## src/rtl/fir_pkg.sv

```systemverilog
// Shared types, default parameters and reset coefficients for the time-multiplexed FIR.
package fir_pkg;
    typedef enum logic [1:0] {IDLE, MAC, OUT} state_t;

    localparam int NTAPS_DEF = 5;
    localparam int DW_DEF    = 8;
    localparam int CW_DEF    = 8;
    localparam int OW_DEF    = 16;

    // Taps beyond the fifth reset to zero when NTAPS is raised.
    localparam int DEF_COEF [8] = '{16, 32, 48, 16, 16, 0, 0, 0};

    function automatic int acc_width(input int dw, input int cw, input int ntaps);
        return dw + cw + $clog2(ntaps);
    endfunction
endpackage

```

## src/rtl/fir_mac.sv

```systemverilog
// Shared signed multiply-accumulate with synchronous clear and saturating result view.
module fir_mac
    import fir_pkg::*;
#(
    parameter int DW = DW_DEF,
    parameter int CW = CW_DEF,
    parameter int OW = OW_DEF,
    parameter int AW = acc_width(DW_DEF, CW_DEF, NTAPS_DEF)
) (
    input  logic                 clk,
    input  logic                 rst,
    input  logic                 clr,
    input  logic                 en,
    input  logic signed [DW-1:0] a,
    input  logic signed [CW-1:0] b,
    output logic signed [OW-1:0] y
);
    logic signed [DW+CW-1:0] prod;
    logic signed [AW-1:0]    acc;

    assign prod = a * b;

    always_ff @(posedge clk or posedge rst) begin
        if (rst)
            acc <= '0;
        else if (clr)
            acc <= '0;
        else if (en)
            acc <= acc + AW'(prod);
    end

    generate
        if (AW > OW) begin : g_sat
            // In range when all bits from the output sign bit upward agree.
            always_comb begin
                if (&acc[AW-1:OW-1] || ~|acc[AW-1:OW-1])
                    y = acc[OW-1:0];
                else if (acc[AW-1])
                    y = {1'b1, {(OW-1){1'b0}}};
                else
                    y = {1'b0, {(OW-1){1'b1}}};
            end
        end else begin : g_ext
            assign y = OW'(acc);
        end
    endgenerate
endmodule

```

## src/rtl/fir_mac_sequencer.sv

```systemverilog
// FIR controller: sequences one shared MAC over the taps, with a shadow coefficient
// bank that is committed atomically on a sample boundary.
module fir_mac_sequencer
    import fir_pkg::*;
#(
    parameter int NTAPS = NTAPS_DEF,
    parameter int DW    = DW_DEF,
    parameter int CW    = CW_DEF,
    parameter int OW    = OW_DEF
) (
    input  logic                 clk,
    input  logic                 rst,
    input  logic                 in_valid,
    output logic                 in_ready,
    input  logic signed [DW-1:0] x_in,
    output logic                 out_valid,
    input  logic                 out_ready,
    output logic signed [OW-1:0] y_out,
    input  logic                 cfg_we,
    input  logic [2:0]           cfg_addr,
    input  logic signed [CW-1:0] cfg_data,
    input  logic                 cfg_commit,
    output logic                 cfg_pending,
    output logic                 busy
);
    localparam int AW = acc_width(DW, CW, NTAPS);
    localparam int TW = $clog2(NTAPS);

    state_t                     state, state_nx;
    logic [TW-1:0]              tap;
    logic [NTAPS-1:0][DW-1:0]   dl;
    logic [NTAPS-1:0][CW-1:0]   coef_act, coef_sh;
    logic signed [DW-1:0]       mac_a;
    logic signed [CW-1:0]       mac_b;
    logic signed [OW-1:0]       y_sat, y_hold;
    logic                       accept, apply, last_tap, take, cfg_hit;

    assign in_ready  = (state == IDLE) && !rst;
    assign out_valid = (state == OUT);
    assign busy      = (state != IDLE);
    assign accept    = in_valid && in_ready;
    assign take      = out_valid && out_ready;
    assign last_tap  = (tap == TW'(NTAPS - 1));
    assign apply     = (state == IDLE) && cfg_pending;
    assign cfg_hit   = cfg_we && ({1'b0, cfg_addr} < 4'(NTAPS));
    assign mac_a     = dl[tap];
    assign mac_b     = coef_act[tap];
    // Last result stays visible after the handshake until the next one is presented.
    assign y_out     = out_valid ? y_sat : y_hold;

    always_comb begin
        state_nx = state;
        case (state)
            IDLE:    if (accept)    state_nx = MAC;
            MAC:     if (last_tap)  state_nx = OUT;
            OUT:     if (out_ready) state_nx = IDLE;
            default:                state_nx = IDLE;
        endcase
    end

    always_ff @(posedge clk or posedge rst) begin
        if (rst) begin
            state  <= IDLE;
            tap    <= '0;
            dl     <= '0;
            y_hold <= '0;
        end else begin
            state <= state_nx;
            if (accept) begin
                tap <= '0;
                dl  <= {dl[NTAPS-2:0], x_in};
            end else if (state == MAC) begin
                tap <= tap + 1'b1;
            end
            if (take)
                y_hold <= y_sat;
        end
    end

    // A commit arriving while one is already pending is absorbed by it.
    always_ff @(posedge clk or posedge rst) begin
        if (rst) begin
            cfg_pending <= 1'b0;
            for (int k = 0; k < NTAPS; k++) begin
                coef_sh[k]  <= CW'(DEF_COEF[k]);
                coef_act[k] <= CW'(DEF_COEF[k]);
            end
        end else begin
            if (cfg_hit)
                coef_sh[cfg_addr] <= cfg_data;
            if (apply)
                coef_act <= coef_sh;
            if (!cfg_pending)
                cfg_pending <= cfg_commit;
            else if (apply)
                cfg_pending <= 1'b0;
        end
    end

    fir_mac #(.DW(DW), .CW(CW), .OW(OW), .AW(AW)) u_mac (
        .clk (clk),
        .rst (rst),
        .clr (accept),
        .en  (state == MAC),
        .a   (mac_a),
        .b   (mac_b),
        .y   (y_sat)
    );
endmodule

```

## config.mk

```make
export PLATFORM = sky130hd
export DESIGN_NAME = fir_mac_sequencer
export DESIGN_NICKNAME = d
export VERILOG_FILES = /design/src/rtl/fir_pkg.sv /design/src/rtl/fir_mac.sv /design/src/rtl/fir_mac_sequencer.sv
export SDC_FILE = /design/constraint.sdc
export NUM_CORES = 1
export LEC_CHECK = 0
export BUFFER_PORTS_ARGS = -buffer_cell sky130_fd_sc_hd__buf_4
export CAP_MARGIN = 20
export CORE_ASPECT_RATIO = 0.5
export CORE_MARGIN = 4
export CORE_UTILIZATION = 60
export DETAILED_ROUTE_END_ITERATION = 10
export GPL_TIMING_DRIVEN = 0
export PLACE_DENSITY = 0.87
export SYNTH_ARGS = -nofsm -noshare
export SYNTH_HDL_FRONTEND = slang
export SYNTH_SLANG_ARGS = --single-unit
```

## constraint.sdc

```tcl
create_clock -name clk -period 15 [get_ports clk]
set_clock_uncertainty 0.2 [all_clocks]
set_input_delay 2.25 -clock clk [delete_from_list [all_inputs] [get_ports clk]]
set_output_delay 2.25 -clock clk [all_outputs]
set_load 0.02 [all_outputs]
```

### Yosys cells after proc, flatten, opt, wreduce, memory -nomap -nowiden

Cells that the tools add are included.

* output and inout port bits: 20
* word-level logic and storage cells: 68
* register bits after elaboration: 161
* input bits: 25

* mux-type cells: 20
* equal/unequal tests: 6
* add/sub/neg operators: 2
* reductions and logical operators: 15
* $mul: 1
* order comparisons: 4

Operator list (number)
* binary-select mux 8 bit (select 3 bit): 2
* 2-to-1 mux 16 bit: 3
* bitwise mux 40 bit: 1
* 2-to-1 mux 19 bit: 2
* demux 8 bit (select 3 bit): 1
* 2-to-1 mux 8 bit: 3
* adder 19 x 16 -> 19 bit: 1
* multiplier 8 x 8 -> 16 bit: 1
* less-than comparator 3 x 4 -> 1 bit (second input constant): 2
* logical AND 1 bit: 6
* 2-to-1 mux 2 bit: 3
* 2-to-1 mux 3 bit: 2
* one-hot mux 2 bit (3 select lines): 1
* != test 2 bit (second input constant): 2
* AND reduction 4 bit: 1
* nonzero test 2 bit: 2
* OR reduction 4 bit: 1
* adder 3 x 1 -> 3 bit (second input constant): 1
* == test 3 bit (second input constant): 1
* >= comparator 3 x 1 -> 1 bit (second input constant): 1
* less-than comparator 3 bit (second input constant): 1
* AND reduction 3 bit: 1
* == test 2 x 1 -> 1 bit (second input constant): 1
* == test 2 bit (second input constant): 1
* other kinds (5): 7

### Longest topological paths before layout

* depth in word-level cells: 6
* gate-level depth with buffers: 23
* gate-level depth less buffers: 22

### Modules after synthesis

Synthesis repeated with hierarchy kept, for this count alone.

* cells, all modules: 860
* area total of the unflattened synthesis: 10657.7 sq um

Modules (own cells, without submodules)
* fir_mac_sequencer: instances 1, sequential area each 3568.4 sq um, area each 6322.3 sq um, cells an instance 417
* fir_mac: instances 1, sequential area each 475.5 sq um, area each 4335.4 sq um, cells an instance 443

### Least setup slack after synthesis

Ideal clock, no wire load.

* path type: reg2reg
* start: reg tap[0]
* end: reg u_mac.acc[16]
* period minus slack after synthesis: 6047 ps
* stages on the path, launching flop included: 20
* required time: 14665 ps
* arrival: 5712 ps
* path buffers: 2
* library setup time: 135 ps
* setup slack: 8953 ps
* cell sequence: dfrtp_1 buf_6 buf_6 nor3_4 a22o_2 and2b_1 inv_1 fa_1 inv_1 fa_1 fa_1 fa_1 fa_1 ha_1 a211oi_1 o21ai_1 a41oi_2 a21oi_1 mux2i_1 o311ai_1

* cells in the longest elaborated chain, start to end: 6
* elaborated cells on any way between the ends: 8
* those cells by class: 1 x add/sub; 1 x mul; 6 x mux

RTL lines
* start, declared: RTL line fir_mac_sequencer.sv:30 `logic [TW-1:0] tap;`
* start signal, assigned: RTL line fir_mac_sequencer.sv:73 `tap <= tap + 1'b1;`
* binary-select mux 8 bit (select 3 bit) (on tied branches): RTL line fir_mac_sequencer.sv:46, fir_mac_sequencer.sv:47
* 2-to-1 mux 8 bit (on tied branches): RTL line fir_mac_sequencer.sv:46, fir_mac_sequencer.sv:47
* multiplier 8 x 8 -> 16 bit *: RTL line fir_mac.sv:21 `assign prod = a * b;`
* adder 19 x 16 -> 19 bit *: RTL line fir_mac.sv:29 `acc <= acc + AW'(prod);`
* 2-to-1 mux 19 bit *: RTL line fir_mac.sv:28 `else if (en)`
* 2-to-1 mux 19 bit *: RTL line fir_mac.sv:26 `else if (clr)`
* end signal, assigned: RTL line fir_mac.sv:29
* end, declared: RTL line fir_mac.sv:19 `logic signed [AW-1:0] acc;`

Every way passes the cells marked *; elsewhere a longest branch is shown, timed or not. The select of a mux whose other input is x is not followed.
A chain may end at the register's enable or synchronous reset.

### Final worst setup path

Ends and elaborated chain as after synthesis.

==> flow_metrics.tcl <==
set metrics [dict create \
    status "complete, no violations" \
    detail-route-antenna-nets 0 \
    grt_max_degree 88 \
    crit_path_top_delay_cell "and2b_1" \
    area.growth.synth_to_final_pct 12.1 \
    max_cap_violations 0 \
    start_util 0.623 \
    cts_buffers 17 \
    drive_gt1_frac 0.270 \
    dieArea_um2 19600 \
    overflow 0 \
    grt_usage 0.246 \
    synth_flop_cell "dfrtp_1" \
    setup_viol 0 \
    worst_pin_slew_ps 916 \
    fp-row-count 33 \
    hold_end "y_hold[0]" \
    viasPerCell 5.84 \
    hold_viol 0 \
    diodes 0 \
    synth_edf_count 0 \
    synth_seq_cells 161 \
    cts_resized 0 \
    io_buffers 43 \
    slew_violations 0 \
    die_x_um 194 \
    synth_nets 1048 \
    insertion_delay_ps 440 \
    first_iter_violations 523 \
    rsz0062_at_grt "no" \
    num-nets-final 1112 \
    crit_top_cell "fa_1" \
    rrSetupSlack_ps 8210 \
    routabilityCongestion 0.876 \
    hold_class "reg2reg" \
    cp.required_ps 15100 \
    drt_drc_violations_left 0 \
    wl_per_cell_um 19.0 \
    fp.dieH_um 101 \
    finalWirelength_um 22800 \
    netlist_area_um2 10400 \
    synth_warnings 0 \
    path_cells "buf_6 > buf_6 > nor3_4 > a22o_2 > and2b_1 > inv_1 > fa_1 > inv_1 > fa_1 > fa_1 > fa_1 > fa_1 > ha_1 > a211oi_1 > o21ai_1 > a41oi_2 > a21oi_1 > mux2i_1 > o311ai_1" \
    multi_input_area_um2 5790 \
    dr.pass1.iters 5 \
    reg2reg_from "tap[0]" \
    postCtsSetupBuffers 0 \
    grt_pass1_vias 7524 \
    max_slew_margin 0.386 \
    hold_buffers 0 \
    htreeDepth 4 \
    reg2regPathDepth 19 \
    hold_start "y_hold[0]" \
    syn-mean-instance-area_um2 11.6 \
    tritoncts "built" \
    max_stage_delay_ps 640 \
    post-dp-hpwl_um 16500 \
    core-area_um2 16700 \
    fillerInstances 1109 \
    holdPathStages 2 \
    antenna_found_initial 0 \
    ys_seq_area_frac 0.389 \
    critical_path_arrival_ps 6890 \
    async_flop_share 1.00 \
    setup_tns_ps 0 \
    cts-root-buf "clkbuf_16" \
    critPathCaptureType "flop" \
    r2r-end "u_mac.acc[16]" \
    clkTransAtPathRegs_ps 80 \
    grt_pass1_wl_um 38200 \
    seqCellArea_um2 4040 \
    fmax_ghz 0.147 \
    worstSetupStartpointType "flop" \
    crit_path_max_fanout 12 \
    path_class "reg2reg" \
    clock_path_buffers 2 \
    clock-sinks 161 \
    synthCells 893 \
    postLayoutCoreUtil 0.698 \
    io_pins 45 \
    finalCriticalPeriod_ps 6790 \
    vias 6990 \
    period_share 0.453 \
    ys_types 57 \
]
worst max path at each step:
stage	start	end	slack (ps)	cells past startpoint
2_1_floorplan	rst	cfg_pending	8220	1
3_3_place_gp	rst	coef_sh[22]	6690	2
3_5_place_dp	tap[0]	u_mac.acc[16]	8140	17
6_report	tap[0]	u_mac.acc[16]	8210	19
4_1_cts	tap[0]	u_mac.acc[16]	8090	17
5_1_grt	tap[0]	u_mac.acc[16]	7750	20
logic make-up (layout without fill, tap and decap cells):
logic type      count (synthesis)  after routing  synth area share
xor+xnor                       19             19            0.0160
fa+ha+maj                     130            130             0.217
buf+inv                       133            210            0.0533
simple gates                  179            179            0.0796
mux                           154            154             0.173
flops                         161            161             0.389
compound gates                117            117            0.0715
placed cells by master, fill, tap and decap left out, types with 16 or more instances in the layout:
master	count
ha_1	46
mux2i_1	20
nor2_1	55
a21oi_1	33
o22ai_1	16
inv_1	99
mux2_2	125
buf_4	49
nand2_1	84
clkbuf_16	17
fa_1	84
dfrtp_1	149
o21ai_0	31
per-stage QoR:
step	setup slack (ps)	cells	hold WS (ps)	cell area (µm²)
CTS	8090	1196	285	11600
detailed placement	8140	1164	271	11000
floorplan	8220	893	250	10400
global route	7750	1197	297	11600
global placement	6690	1163	261	11000
finish	8210	1197	281	11600
cell type report:
class,count,share of cell area
inverters,102,0.0333
well taps,227,0.0244
multi-input cells,599,0.497
plain buffers,31,0.0147
repair buffers,45,0.0307
clock buffers,17,0.0365
flip-flops and latches,161,0.347
clock inverters,15,0.0157
critical path: cells and delay by family, from the launching register on:
family	cells	cell delay [ps]
AOI/OAI and AO/OA	6	1450
adders and majority gates	6	2750
buffers and inverters	4	530
DFF	1	400
muxes	1	170
and+or+nand+nor	2	1130
layer usage:
layer  up-vias  wire length, µm  track usage  share of wire
li1       3127                -            -              -
met1      3580            10100        0.328           0.44
met2       238            11000        0.414           0.48
met3        45             1220       0.0551          0.054
met4         0              404       0.0756          0.018
met5         -                0            0              0
state kept, by name, summed over array words and instances (netlist names):
register	cells
coef_act	40
coef_sh	40
dl	40
u_mac.acc	19
y_hold	16
tap	3
state	2
cfg_pending	1
synthesized netlist by cell type, types with 8 or more instances:
| library cell | n | area (µm²) |
|---|---|---|
| nand2b_1 | 9 | 56.3 |
| inv_1 | 100 | 375 |
| xnor2_1 | 11 | 96.3 |
| a21oi_1 | 33 | 165 |
| mux2_2 | 125 | 1410 |
| dfrtp_1 | 149 | 3730 |
| o21ai_0 | 31 | 155 |
| nor2_1 | 55 | 206 |
| nand2_1 | 84 | 315 |
| ha_1 | 46 | 576 |
| clkbuf_1 | 11 | 41.3 |
| dfstp_2 | 12 | 315 |
| mux2i_1 | 20 | 200 |
| o22ai_1 | 16 | 100 |
| nor2b_1 | 9 | 56.3 |
| fa_1 | 84 | 1680 |
| xor2_1 | 8 | 70.1 |
| buf_2 | 11 | 55.1 |
| mux4_2 | 8 | 180 |
Power is left out: the tool's default activity adds up to more than one toggle a clock period on the data nets, which glitch-free logic cannot reach.
